==> src/rtl/reg_access_pkg.sv <==
// Shared opcode and FSM state encodings for the register access arbiter.
// Opcodes match the per-requester op slices driven by the requesters.
package reg_access_pkg;

  localparam logic [1:0] OP_LOAD   = 2'b00;
  localparam logic [1:0] OP_CLEAR  = 2'b01;
  localparam logic [1:0] OP_PRESET = 2'b10;
  localparam logic [1:0] OP_NOP    = 2'b11;

  localparam logic [1:0] ST_IDLE = 2'b00;
  localparam logic [1:0] ST_EXEC = 2'b01;
  localparam logic [1:0] ST_DONE = 2'b10;

endpackage

==> src/rtl/reg_access_arbiter_rr_pick.sv <==
// Combinational round-robin picker: searches req starting at the index after
// ptr, wrapping at NREQ-1, and returns the first hit as one-hot plus index.
module rr_pick #(
  parameter int NREQ = 4,
  parameter int PW   = $clog2(NREQ)
) (
  input  logic [NREQ-1:0] req,
  input  logic [PW-1:0]   ptr,
  output logic [NREQ-1:0] onehot,
  output logic [PW-1:0]   idx,
  output logic            valid
);

  localparam int CW = PW + 1;

  logic [CW-1:0] cand;
  logic [PW-1:0] cand_idx;

  always_comb begin
    onehot   = '0;
    idx      = '0;
    valid    = 1'b0;
    cand     = '0;
    cand_idx = '0;
    for (int k = 0; k < NREQ; k++) begin
      // ptr+1+k never exceeds 2*NREQ-1, so one subtraction wraps it
      cand = {1'b0, ptr} + CW'(k + 1);
      if (cand >= CW'(NREQ))
        cand = cand - CW'(NREQ);
      cand_idx = cand[PW-1:0];
      if (!valid && req[cand_idx]) begin
        valid            = 1'b1;
        idx              = cand_idx;
        onehot[cand_idx] = 1'b1;
      end
    end
  end

endmodule

==> src/rtl/reg_access_arbiter.sv <==
// Round-robin arbiter granting NREQ requesters single-operation access to a
// shared WIDTH-bit register (load / clear / preset / nop) via IDLE-EXEC-DONE.
module reg_access_arbiter
  import reg_access_pkg::*;
#(
  parameter int               NREQ       = 4,
  parameter int               WIDTH      = 8,
  parameter logic [WIDTH-1:0] PRESET_VAL = {WIDTH{1'b1}}
) (
  input  logic                  clk,
  input  logic                  clr,
  input  logic [NREQ-1:0]       req,
  input  logic [2*NREQ-1:0]     op,
  input  logic [WIDTH*NREQ-1:0] wdata,
  output logic [NREQ-1:0]       gnt,
  output logic                  ack,
  output logic [WIDTH-1:0]      q,
  output logic                  busy
);

  localparam int PW = $clog2(NREQ);

  logic [1:0]       op_arr    [NREQ];
  logic [WIDTH-1:0] wdata_arr [NREQ];

  genvar gi;
  generate
    for (gi = 0; gi < NREQ; gi++) begin : g_slice
      assign op_arr[gi]    = op[2*gi +: 2];
      assign wdata_arr[gi] = wdata[WIDTH*gi +: WIDTH];
    end
  endgenerate

  logic [1:0]       state_reg, state_next;
  logic [PW-1:0]    ptr_reg;
  logic [NREQ-1:0]  gnt_reg;
  logic             ack_reg;
  logic             busy_reg;
  logic [WIDTH-1:0] q_reg, q_next;
  logic [1:0]       op_reg;
  logic [WIDTH-1:0] wdata_reg;

  logic [NREQ-1:0]  pick_onehot;
  logic [PW-1:0]    pick_idx;
  logic             pick_valid;

  rr_pick #(
    .NREQ (NREQ),
    .PW   (PW)
  ) u_rr_pick (
    .req    (req),
    .ptr    (ptr_reg),
    .onehot (pick_onehot),
    .idx    (pick_idx),
    .valid  (pick_valid)
  );

  always_comb begin
    state_next = state_reg;
    case (state_reg)
      ST_IDLE: if (pick_valid) state_next = ST_EXEC;
      ST_EXEC: state_next = ST_DONE;
      default: state_next = ST_IDLE;
    endcase
  end

  // Only the latched op/wdata are used, so inputs may change once granted
  always_comb begin
    q_next = q_reg;
    case (op_reg)
      OP_LOAD:   q_next = wdata_reg;
      OP_CLEAR:  q_next = '0;
      OP_PRESET: q_next = PRESET_VAL;
      OP_NOP:    q_next = q_reg;
      default:   q_next = q_reg;
    endcase
  end

  always_ff @(posedge clk or posedge clr) begin
    if (clr) begin
      state_reg <= ST_IDLE;
      ptr_reg   <= PW'(NREQ - 1);
      gnt_reg   <= '0;
      ack_reg   <= 1'b0;
      busy_reg  <= 1'b0;
      q_reg     <= '0;
      op_reg    <= OP_NOP;
      wdata_reg <= '0;
    end else begin
      state_reg <= state_next;
      busy_reg  <= (state_next != ST_IDLE);
      case (state_reg)
        ST_IDLE: begin
          ack_reg <= 1'b0;
          if (pick_valid) begin
            gnt_reg   <= pick_onehot;
            ptr_reg   <= pick_idx;
            op_reg    <= op_arr[pick_idx];
            wdata_reg <= wdata_arr[pick_idx];
          end else begin
            gnt_reg <= '0;
          end
        end
        ST_EXEC: begin
          q_reg   <= q_next;
          ack_reg <= 1'b1;
        end
        default: begin
          ack_reg <= 1'b0;
          gnt_reg <= '0;
        end
      endcase
    end
  end

  assign gnt  = gnt_reg;
  assign ack  = ack_reg;
  assign q    = q_reg;
  assign busy = busy_reg;

endmodule

==> config.mk <==
export PLATFORM = sky130hd
export DESIGN_NAME = reg_access_arbiter
export DESIGN_NICKNAME = d
export VERILOG_FILES = /design/src/rtl/reg_access_pkg.sv /design/src/rtl/reg_access_arbiter_rr_pick.sv /design/src/rtl/reg_access_arbiter.sv
export SDC_FILE = /design/constraint.sdc
export NUM_CORES = 1
export LEC_CHECK = 0
export ABC_AREA = 1
export ABC_CLOCK_PERIOD_IN_PS = 5750
export BUFFER_PORTS_ARGS = -buffer_cell sky130_fd_sc_hd__clkbuf_2
export CAP_MARGIN = 25
export CORE_UTILIZATION = 56
export DETAILED_ROUTE_END_ITERATION = 8
export MAX_ROUTING_LAYER = met4
export PLACE_DENSITY = 0.95
export SLEW_MARGIN = 15
export SYNTH_ARGS = -nofsm -noshare
export SYNTH_HDL_FRONTEND = slang
export SYNTH_HIERARCHICAL = 1
export SYNTH_SLANG_ARGS = --single-unit
==> constraint.sdc <==
create_clock -name clk -period 5.75 [get_ports clk]
set_clock_uncertainty 0.2 [all_clocks]
set_input_delay 1.725 -clock clk [delete_from_list [all_inputs] [get_ports clk]]
set_output_delay 1.725 -clock clk [all_outputs]
set_load 0.005 [all_outputs]
* Word-level counts from Yosys, hierarchy flattened
Cells that the tools add are included.
** Word-level totals
- Register bits :: 28
- Input bits :: 46
- Output and inout bits :: 14
- Logic and storage cells :: 97
** Cells by class
- Add/subtract/negate cells :: 8
- Order comparisons :: 13
- Equal/unequal tests :: 4
- Mux-type cells :: 44
- Bitwise operators :: 5
- Reductions and logical operators :: 15
** Operators by type and width (count)
- $pmux W8 S3 :: 1
- $mux W2 :: 11
- $mux W4 :: 5
- $bmux W8 S2 :: 1
- $mux W8 :: 2
- $ge A3 B3 Y1 const B :: 5
- $mux W1 :: 13
- $lt A2 B3 Y1 const B :: 4
- $or A4 B4 Y4 :: 3
- $bmux W1 S2 :: 4
- $demux W1 S2 :: 4
- $ge A2 B1 Y1 const B :: 4
- $pmux W4 S2 :: 1
- $sub A2 B1 Y2 const B :: 4
- $logic_and A1 B1 Y1 :: 7
- $add A2 B2 Y3 const B :: 2
- $bmux W2 S2 :: 1
- $eq A2 B1 Y1 const B :: 2
- $eq A2 B2 Y1 const B :: 2
- $logic_not A2 Y1 :: 2
- $pmux W2 S2 :: 1
- $reduce_and A2 Y1 :: 2
- $add A2 B1 Y3 const B :: 1
- $add A2 B3 Y3 const B :: 1
- other kinds (4) :: 6

* Logic depth before layout (Yosys ltp)
Gate-level depths: netlist of the first run.
- Depth after elaboration :: 19
- Gate-level depth with buffers :: 16
- Mapped depth without buffers :: 14

* Cells and area by module
The synthesis of the first run kept the hierarchy.
** By module, submodules not included
- reg_access_arbiter :: times used 1, cells an instance 224, area each 1564.0 µm²
- rr_pick :: times used 1, cells an instance 81, area each 535.5 µm²

* Worst setup path before layout of the first run
OpenSTA, ideal clock, no wires.
- Path kind :: input to register
- Start point :: in req[1]
- End point :: reg wdata_reg[0]
- Arrival time :: 2.886 ns
- Setup slack :: 2.548 ns
- Stages :: 13
- Buffers on the path :: 1
- Cell sequence :: inv_1 nand2_4 nand3_4 nand2_4 nor2_4 nand3_1 a21oi_1 buf_2 nand2_1 nand3_1 nand2_1 nand2_1 nand2_1
** Between the ends
- Word-level cells in the longest chain between the ends :: 16
** RTL lines
- start, declared :: RTL line reg_access_arbiter.sv:12 : input logic [NREQ-1:0] req,
- $bmux W1 S2 :: RTL line reg_access_arbiter_rr_pick.sv:31 : if (!valid && req[cand_idx]) begin
- $mux W1 (not written as such) :: RTL line reg_access_arbiter_rr_pick.sv:31
- $mux W1 :: RTL line reg_access_arbiter_rr_pick.sv:31
- $logic_not A1 Y1 :: RTL line reg_access_arbiter_rr_pick.sv:31
- $logic_and A1 B1 Y1 :: RTL line reg_access_arbiter_rr_pick.sv:31
- $mux W1 :: RTL line reg_access_arbiter_rr_pick.sv:31
- $logic_not A1 Y1 :: RTL line reg_access_arbiter_rr_pick.sv:31
- $logic_and A1 B1 Y1 :: RTL line reg_access_arbiter_rr_pick.sv:31
- $mux W1 :: RTL line reg_access_arbiter_rr_pick.sv:31
- $logic_not A1 Y1 :: RTL line reg_access_arbiter_rr_pick.sv:31
- $logic_and A1 B1 Y1 :: RTL line reg_access_arbiter_rr_pick.sv:31
- $mux W2 (*) :: RTL line reg_access_arbiter_rr_pick.sv:31
- named net pick_idx[0] :: RTL line reg_access_arbiter.sv:44 : logic [PW-1:0] pick_idx;
- $not A2 Y3 (not written as such) (*) :: RTL line reg_access_arbiter.sv:99 : wdata_reg <= wdata_arr[pick_idx];
- $bmux W8 S2 (*) :: RTL line reg_access_arbiter.sv:99
- $mux W8 (not written as such) (*) (2 in a row) :: RTL line reg_access_arbiter.sv:99
- end signal, assigned :: RTL line reg_access_arbiter.sv:99
- end, declared :: RTL line reg_access_arbiter.sv:41 : logic [WIDTH-1:0] wdata_reg;
The timed path passes the listed nets; every way through them passes the cells marked *. The select of a mux whose other input is x is not followed.
A chain may end at the register's enable or synchronous reset.

* Final worst setup path of the first run
- Start point :: in req[0]
- End point :: reg wdata_reg[6]
Same word-level chain as after synthesis.

==> out/metrics.yaml, run 1 <==
avgSynthCellArea_sq_um: 6.88
yosys_register_bits: 28
grt_pass1_wl_um: 7580
die_h_um: 63.2
r2r_end: "wdata_reg[6]"
die_area_sq_um: 4000
finalCriticalPeriod_ns: 3.47
start_util_pct: 60.5
r2r_cells: 14
status: "complete, no violations"
drv_cap: 0
period_share_pct: 60.3
cp_common_cell: "nand3_1"
crit_arrival_ns: 3.42
hold_path_class: "reg -> reg"
finalNetCount: 416
drt_iter0_drc: 134
hp-start: "gnt[1]"
drv_slew: 0
drc: 0
drive_gt1_share_pct: 25.6
grtUsageTotal_pct: 23.9
crit_buf_inv: 4
leakagePower_nw: 1.45
cts_tree: "yes"
synth_top_area_share_pct: 28.6
ys_seq_area_share_pct: 33.6
areaGrowthSynthToFinish_pct: 15.9
drtPass1Iterations: 4
synth_largest_area_cell: "dfrtp_1"
dpl.hpwl_um: 3420
crit_chain: "clkbuf_2 -> inv_1 -> nand2_2 -> nand3_4 -> nand2_4 -> nor2_4 -> nand3_1 -> a21oi_1 -> buf_4 -> inv_2 -> nand2_1 -> nand2_1 -> nand3_1 -> nand3_1"
max_stage_delay_ns: 0.24
min_to: "gnt[1]"
grt_max_degree: 29
viasPerCell: 5.05
hold_viol: 0
cp-end-kind: "flip-flop"
clkTransAtPathRegs_ns: 0.09
place_congestion: 0.891
clock.fmax_mhz: 288
cts_sinks: 28
setup_viol: 0
post_drt_wl_per_cell_um: 10.8
diodes: 0
rsz0062_at_grt: "no"
ir_drop_v: 0.000428
syn-num-nets: 361
port_buffers: 59
via_count: 2047
layout_common_cells: "nand2_1 (141), clkbuf_2 (59), nand3_1 (38), dfrtp_1 (24), inv_1 (23)"
clock_path_buffers: 2
grt_pass1_vias: 1849
maxSlewHeadroom_pct: 65.1
post_cts_buffers: 0
r2r_start: "ptr_reg[1]"
synth_cells: 305
synth_cell_types: 21
ant_nets: 0
cts_made_buffers: 3
crit_type: "in -> reg"
cp_max_fo: 21
cts_resized: 0
design.portCount: 60
worst_pin_slew_ns: 0.522
worstPathRequired_ns: 5.71
core_area_sq_um: 3470
cts_hold_buf: 0
power_mw: 1.63
syn_area_sq_um: 2100
drt-total-wl_um: 4390
insertion_delay_ns: 0.27
die_width_um: 63.2
worst_path_max_delay_cell: "nor2_4"
postLayoutSetupSlackWorst_ns: 2.28
cts_max_level: 1
rows: 21
ctsRootBufferMaster: "clkbuf_8"
start_kind: "input port"
hold_depth: 2
final_common_cell: "nand2_1"
pre_cts_ws_ns: 2.00
synthTopCellsByArea: "dfrtp_1 (29%), nand2_1 (25%), nand3_1 (9.1%)"
synth_warnings: 6
crit_family: "simple AND/OR/NAND/NOR gates"
tns_ns: 0
grt_overflow_total: 0
ff2ff_setup_slack_ns: 2.66
cp-startpoint: "req[0]"
power.density_nw_per_um2: 670
grt_antenna_before_repair: 0
==> through the flow <==
stage               util (%)  cells  hold slack [ns]  cell area, sq um
floorplan                  -    305            0.249              2100
global placement        68.4    400            0.264              2370
detailed placement      68.4    400            0.267              2370
CTS                     69.7    404            0.289              2420
global route            70.2    405            0.325              2430
finish                  70.2    405            0.284              2430
==> cell usage after synthesis <==
cell type  instances
nor2_1             4
a21oi_1            8
nand3_4            2
buf_2              6
nand2_1          141
buf_6              5
dfrtp_1           24
a21boi_0           4
o21ai_2            1
nand4_1            6
o21ai_0            8
inv_8              1
inv_2              4
dfstp_2            4
nand3_2            1
nand2_4            3
ha_1              10
inv_1             23
nor2_4             5
nand3_1           38
nand2_2            7
==> where the power goes <==
group	switching, mW	leakage [nW]	internal [mW]
clock network	0.0540	0.0228	0.0495
registers	0.0736	0.347	0.300
logic	0.771	1.08	0.381
==> worst reg2reg max path, cell delays in order, from the launching register on <==
cell and delay [ns]:
dfstp_2 0.65, inv_1 0.19, ha_1 0.41, inv_2 0.09, nand3_4 0.12, nand2_4 0.08, nor2_4 0.24, nand3_1 0.10
a21oi_1 0.14, buf_4 0.24, inv_2 0.18, nand2_1 0.10, nand2_1 0.06, nand3_1 0.09, nand3_1 0.09
==> per-layer routing <==
layer  share of wire [%]  vias to the layer above  track usage, %
met4                 1.0                        0            6.82
met5                   0                        -               -
met1                  48                      896            31.4
met2                  45                       79            38.8
li1                    -                     1066               -
met3                 5.9                        6            2.72
==> cell families (layout without fill, tap and decap cells) <==
| family | count (synthesis) | in the layout | synth area share [%] |
|---|---|---|---|
| AO/OA/AOI/OAI | 21 | 21 | 5.66 |
| flip-flops | 28 | 28 | 33.6 |
| adder cells (fa/ha/maj) | 10 | 10 | 5.96 |
| buffers and inverters | 39 | 93 | 9.48 |
| AND/OR/NAND/NOR | 207 | 207 | 45.3 |
==> cell type report <==
class	instances	area, sq um
multi-input combinational	238	1190
fill	291	1030
sequential	28	706
timing repair buffer	61	318
inverter	28	113
tap	46	57.6
clock buffer	4	45.0
==> worst max-delay path by stage <==
stage                     depth (start not counted)  slack (ns)      endpoint
after global placement                           14        2.06  wdata_reg[2]
final                                            14        2.28  wdata_reg[6]
after floorplan                                  13        2.55  wdata_reg[0]
after detailed placement                         14        2.00  wdata_reg[6]
after global routing                             15        2.03  wdata_reg[0]
after CTS                                        14        2.29  wdata_reg[6]
(Power assumes the default switching activity.)
==> inputs of run 2 (changes only) <==
Settings changed: ABC_CLOCK_PERIOD_IN_PS 5750 to 3350, CORE_UTILIZATION 56 to 52, PLACE_DENSITY 0.95 to 0.9.
Clock period 5.75 ns to 3.35 ns, I/O delays scaled along.
==> out/metrics.yaml, run 2 (same netlist as run 1, synthesis figures left out) <==
power.density_nw_per_um2: 1180  # was 670 nW/um^2
cts_sinks: 28  # unchanged
layout_common_cells: "nand2_1 (141), clkbuf_2 (59), nand3_1 (38), dfrtp_1 (24), inv_1 (23)"  # unchanged
cts_made_buffers: 3  # unchanged
final_common_cell: "nand2_1"  # unchanged
cts_hold_buf: 0  # unchanged
seqPwrFrac_pct: 20.2  # was 22.9%
ctsRootBufferMaster: "clkbuf_8"  # unchanged
n_fill_cell: 310  # was 291
rows: 22  # was 21
die_width_um: 65.5  # was 63.2 um
cts_max_level: 1  # unchanged
via_count: 2054  # was 2,047
post_cts_buffers: 0  # unchanged
grt_max_degree: 28  # was 29
cp_common_cell: "nand2_1"  # was nand3_1
rsz0062_at_grt: "no"  # unchanged
port_buffers: 59  # unchanged
die_h_um: 65.5  # was 63.2 um
swShare_pct: 53.1  # was 55.2%
cts_resized: 0  # unchanged
ant_nets: 0  # unchanged
core_area_sq_um: 3770  # was 3470 sq um
drt_iter0_drc: 144  # was 134
place_congestion: 0.859  # was 0.891
setup_viol: 0  # unchanged
grt_pass1_wl_um: 8060  # was 7580 um
worstPathRequired_ns: 3.37  # was 5.71 ns
ir_drop_v: 0.000673  # was 0.000428 V
post_drt_wl_per_cell_um: 11.0  # was 10.8 um
maxSlewHeadroom_pct: 64.7  # was 65.1%
cp_max_fo: 21  # unchanged
drive_gt1_share_pct: 26.5  # was 25.6%
hold_path_class: "reg -> reg"  # unchanged
cp-end-kind: "flip-flop"  # unchanged
design.portCount: 60  # unchanged
insertion_delay_ns: 0.28  # was 0.27 ns
clock_path_buffers: 2  # unchanged
pwr-share-clk_pct: 8.8  # was 6.4%
drv_cap: 0  # unchanged
start_kind: "flip-flop"  # was input port
worst_path_max_delay_cell: "dfstp_2"  # was nor2_4
cts_tree: "yes"  # unchanged
hold_viol: 0  # unchanged
max_stage_delay_ns: 0.53  # was 0.24 ns
p_switching_mw: 1.57  # was 0.899 mW
clkTransAtPathRegs_ns: 0.09  # about the same
areaGrowthSynthToFinish_pct: 19.0  # was 15.9%
drtPass1Iterations: 4  # unchanged
drc: 0  # unchanged
grt_overflow_total: 0  # unchanged
crit_type: "reg -> reg"  # was in -> reg
viasPerCell: 5.01  # was 5.05
crit_chain: "inv_1 -> ha_1 -> inv_2 -> nand3_4 -> nand2_4 -> nor2_4 -> nand3_1 -> a21oi_1 -> buf_12 -> inv_2 -> nand2_1 -> nand3_1 -> nand2_1 -> nand2_1 -> nand2_1"  # was clkbuf_2 -> inv_1 -> nand2_2 -> nand3_4 -> nand2_4 -> nor2_4 -> nand3_1 -> a21oi_1 -> buf_4 -> inv_2 -> nand2_1 -> nand2_1 -> nand3_1 -> nand3_1
period_share_pct: 89.1
die_area_sq_um: 4300  # was 4000 sq um
leakagePower_nw: 1.48  # was 1.45 nW
crit_arrival_ns: 3.00  # was 3.42 ns
internal-power_mw: 1.38  # was 0.730 mW
p_comb_share_pct: 71.0  # was 70.7%
grtUsageTotal_pct: 24.0  # was 23.9%
dpl.hpwl_um: 3480  # was 3420 um
diodes: 0  # unchanged
clock.fmax_mhz: 335
power_mw: 2.95  # was 1.63 mW
fin_area_sq_um: 2500  # was 2430 sq um
drt-total-wl_um: 4520  # was 4390 um
worst_pin_slew_ns: 0.528  # was 0.522 ns
hold_ws_ns: 0.295  # was 0.284 ns
status: "complete, no violations"  # unchanged
start_util_pct: 55.7  # was 60.5%
drv_slew: 0  # unchanged
tns_ns: 0  # unchanged
grt_pass1_vias: 1928  # was 1,849
finalCriticalPeriod_ns: 2.98
finalNetCount: 419  # was 416
placed_area_sq_um: 2410  # was 2370 sq um
grt_antenna_before_repair: 0  # unchanged
==> run 2: cell types whose count changed in the layout (fill, tap and decap cells not counted), sizes merged <==
cell    delta
buf        +3
bufinv     +1
clkbuf     -1
==> run 2: area by class of cell <==
cell class	count	area [sq um]	area share [%]
clock buffer	3	41.3	1.65
clock inverter	1	30.0	1.20
inverter	28	113	4.51
multi-input combinational	238	1190	47.8
sequential	28	706	28.3
tap	48	60.1	2.40
timing repair buffer	64	353	14.1
==> run 2: critical path: cells and delay by family, from the launching register on <==
| kind | cells | cell delay, ns |
|---|---|---|
| DFF | 1 | 0.53 |
| AOI/OAI and AO/OA | 1 | 0.24 |
| and+or+nand+nor | 9 | 0.97 |
| adders and majority gates | 1 | 0.41 |
| buffers and inverters | 4 | 0.56 |
==> run 2: stage by stage <==
step                utilization (%)  instances  setup WS, ns
floorplan                         -        305         0.792
global placement               63.9        405         0.406
detailed placement             63.9        405         0.303
CTS                            65.8        409         0.374
global route                   66.2        410         0.149
finish                         66.2        410         0.366
==> run 2: power groups by stage <==
| stage | sequential (mW) | clock, mW | combinational [mW] |
|---|---|---|---|
| 4_1_cts | 0.597 | 0.266 | 2.08 |
| 3_3_place_gp | 0.595 | 0 | 2.01 |
| 6_report | 0.596 | 0.261 | 2.10 |
| 2_1_floorplan | 0.605 | 0 | 1.70 |
| 3_5_place_dp | 0.603 | 0 | 2.07 |
| 5_1_grt | 0.612 | 0.280 | 2.39 |
==> run 2: per-layer routing <==
layer / share of wire [%] / track usage (%)
met2: 47 / 38.9
met1: 47 / 32.2
met3: 4.5 / 1.74
met4: 1.3 / 7.07
met5: 0 / -
==> run 2: path summary, 6_finish.rpt <==
check / start / end / slack (ns) / cells past startpoint
max: ptr_reg[1] / wdata_reg[0] / 0.37 / 15
min: wdata_reg[1] / wdata_reg[1] / 0.30 / 2
max reg2reg: ptr_reg[1] / wdata_reg[0] / 0.37 / 15
min reg2reg: wdata_reg[1] / wdata_reg[1] / 0.30 / 2
max in group asynchronous: clr / ptr_reg[1] / 1.75 / 4
min in group asynchronous: clr / q[3] / 0.52 / 2
==> inputs of run 3 (changes only) <==
Settings changed: CORE_UTILIZATION 52 to 40, PLACE_DENSITY 0.9 to 0.74.
==> out/metrics.yaml, run 3 (same netlist as run 1, synthesis figures left out) <==
leakagePower_nw: 1.50  # was 1.48 nW
cts_tree: "yes"  # unchanged
cp-end-kind: "flip-flop"  # unchanged
layout_common_cells: "nand2_1 (141), clkbuf_2 (59), nand3_1 (38), dfrtp_1 (24), inv_1 (23)"  # unchanged
cts_hold_buf: 0  # unchanged
cts_resized: 0  # unchanged
worstPathRequired_ns: 3.37  # about the same
finalCriticalPeriod_ns: 2.82  # was 2.98 ns
post_cts_buffers: 0  # unchanged
die_area_sq_um: 5540  # was 4300 sq um
ir_drop_v: 0.000751  # was 0.000673 V
port_buffers: 59  # unchanged
die_h_um: 74.5  # was 65.5 um
diodes: 0  # unchanged
grt_max_degree: 28  # unchanged
routed-wl-met2_um: 1940  # was 2140 um
drt-total-wl_um: 4470  # was 4520 um
maxSlewHeadroom_pct: 74.7  # was 64.7%
clock.fmax_mhz: 355  # was 335 MHz
fin_area_sq_um: 2540  # was 2500 sq um
highest_layer: "met4"  # unchanged
grt_overflow_total: 0  # unchanged
grtUsageTotal_pct: 17.6  # was 24.0%
met3WireLength_um: 210  # was 201 um
core_area_sq_um: 5070  # was 3770 sq um
grt_antenna_before_repair: 0  # unchanged
finalNetCount: 422  # was 419
placed_area_sq_um: 2460  # was 2410 sq um
drc: 0  # unchanged
final_util_pct: 50.1  # was 66.2%
design.portCount: 60  # unchanged
grt_pass1_wl_um: 7450  # was 8060 um
worst_pin_slew_ns: 0.378  # was 0.528 ns
n_fill_cell: 505  # was 310
hold_viol: 0  # unchanged
drtPass1Iterations: 4  # unchanged
tns_ns: 0  # unchanged
start_kind: "flip-flop"  # unchanged
rows: 26  # was 22
cp_max_fo: 11  # was 21
areaGrowthSynthToFinish_pct: 21.2  # was 19.0%
via_count: 2056  # was 2,054
setup_viol: 0  # unchanged
status: "complete, no violations"  # unchanged
clock_path_buffers: 2  # unchanged
postLayoutSetupSlackWorst_ns: 0.531  # was 0.366 ns
drt_iter0_drc: 61  # was 144
hold_path_class: "reg -> reg"  # unchanged
crit_arrival_ns: 2.84  # was 3.00 ns
cts_made_buffers: 3  # unchanged
period_share_pct: 84.2  # was 89.1%
rsz0062_at_grt: "no"  # unchanged
multi_input_area_sq_um: 1190  # unchanged
drive_gt1_share_pct: 27.1  # was 26.5%
crit_type: "reg -> reg"  # unchanged
ant_nets: 0  # unchanged
place_inst: 430  # was 405
post_drt_wl_per_cell_um: 10.3  # was 11.0 um
pre_cts_ws_ns: 0.457  # was 0.303 ns
place_congestion: 0.906  # was 0.859
seqCellArea_sq_um: 706  # unchanged
clkTransAtPathRegs_ns: 0.09  # about the same
fin_cells: 435  # was 410
insertion_delay_ns: 0.28  # about the same
cts_sinks: 28  # unchanged
cts_max_level: 1  # unchanged
power.density_nw_per_um2: 1150  # was 1180 nW/um^2
ctsRootBufferMaster: "clkbuf_8"  # unchanged
drv_slew: 0  # unchanged
die_width_um: 74.5  # was 65.5 um
dpl.hpwl_um: 3400  # was 3480 um
start_util_pct: 41.4  # was 55.7%
viasPerCell: 4.73  # was 5.01
grt_pass1_vias: 1721  # was 1,928
wl_met1_um: 2260  # was 2120 um
drv_cap: 0  # unchanged
final_common_cell: "nand2_1"  # unchanged
-- run 3: worst paths after layout --
check / from / end / slack, ns / depth (start not counted)
setup / recovery: ptr_reg[1] / op_reg[1] / 0.53 / 13
hold / removal: gnt[2] / gnt[2] / 0.29 / 2
setup reg to reg: ptr_reg[1] / op_reg[1] / 0.53 / 13
hold reg to reg: gnt[2] / gnt[2] / 0.29 / 2
max in group asynchronous: clr / op_reg[0] / 1.90 / 4
min in group asynchronous: clr / q[7] / 0.45 / 2
-- run 3: per-layer routing --
metal  up-vias  track usage (%)
li1       1084                -
met1       892             25.0
met2        75             26.0
met3         5             1.63
met4         0             6.29
met5         -                -
-- run 3: critical path, cell delays in order, from the launching register on --
cell     delay (ns)
dfstp_2        0.53
inv_1          0.14
ha_1           0.39
inv_2          0.13
nand3_4        0.11
nand2_4        0.10
nor2_4         0.04
buf_4          0.16
nand3_1        0.07
nand3_1        0.26
buf_4          0.27
nor2_4         0.19
nand2_1        0.08
nand3_1        0.08
-- run 3: area by class of cell --
class	count	share of cell area, %
Tap cell	70	3.44
Multi-Input combinational cell	238	47.0
Inverter	28	4.43
Timing Repair Buffer	67	15.2
Clock buffer	4	2.16
Sequential cell	28	27.7
-- run 3: power by group --
part / internal (mW) / total (mW) / leakage, nW / switching, mW
clock network: 0.105 / 0.208 / 0.0288 / 0.102
registers: 0.513 / 0.599 / 0.347 / 0.0860
logic: 0.750 / 2.13 / 1.12 / 1.38
-- run 3: per-stage QoR --
| stage | total power, mW | hold slack (ns) |
|---|---|---|
| 6_report | 2.94 | 0.293 |
| 5_1_grt | 3.25 | 0.313 |
| 4_1_cts | 2.94 | 0.300 |
| 3_5_place_dp | 2.73 | 0.278 |
| 3_3_place_gp | 2.69 | 0.270 |
| 2_1_floorplan | 2.31 | 0.249 |
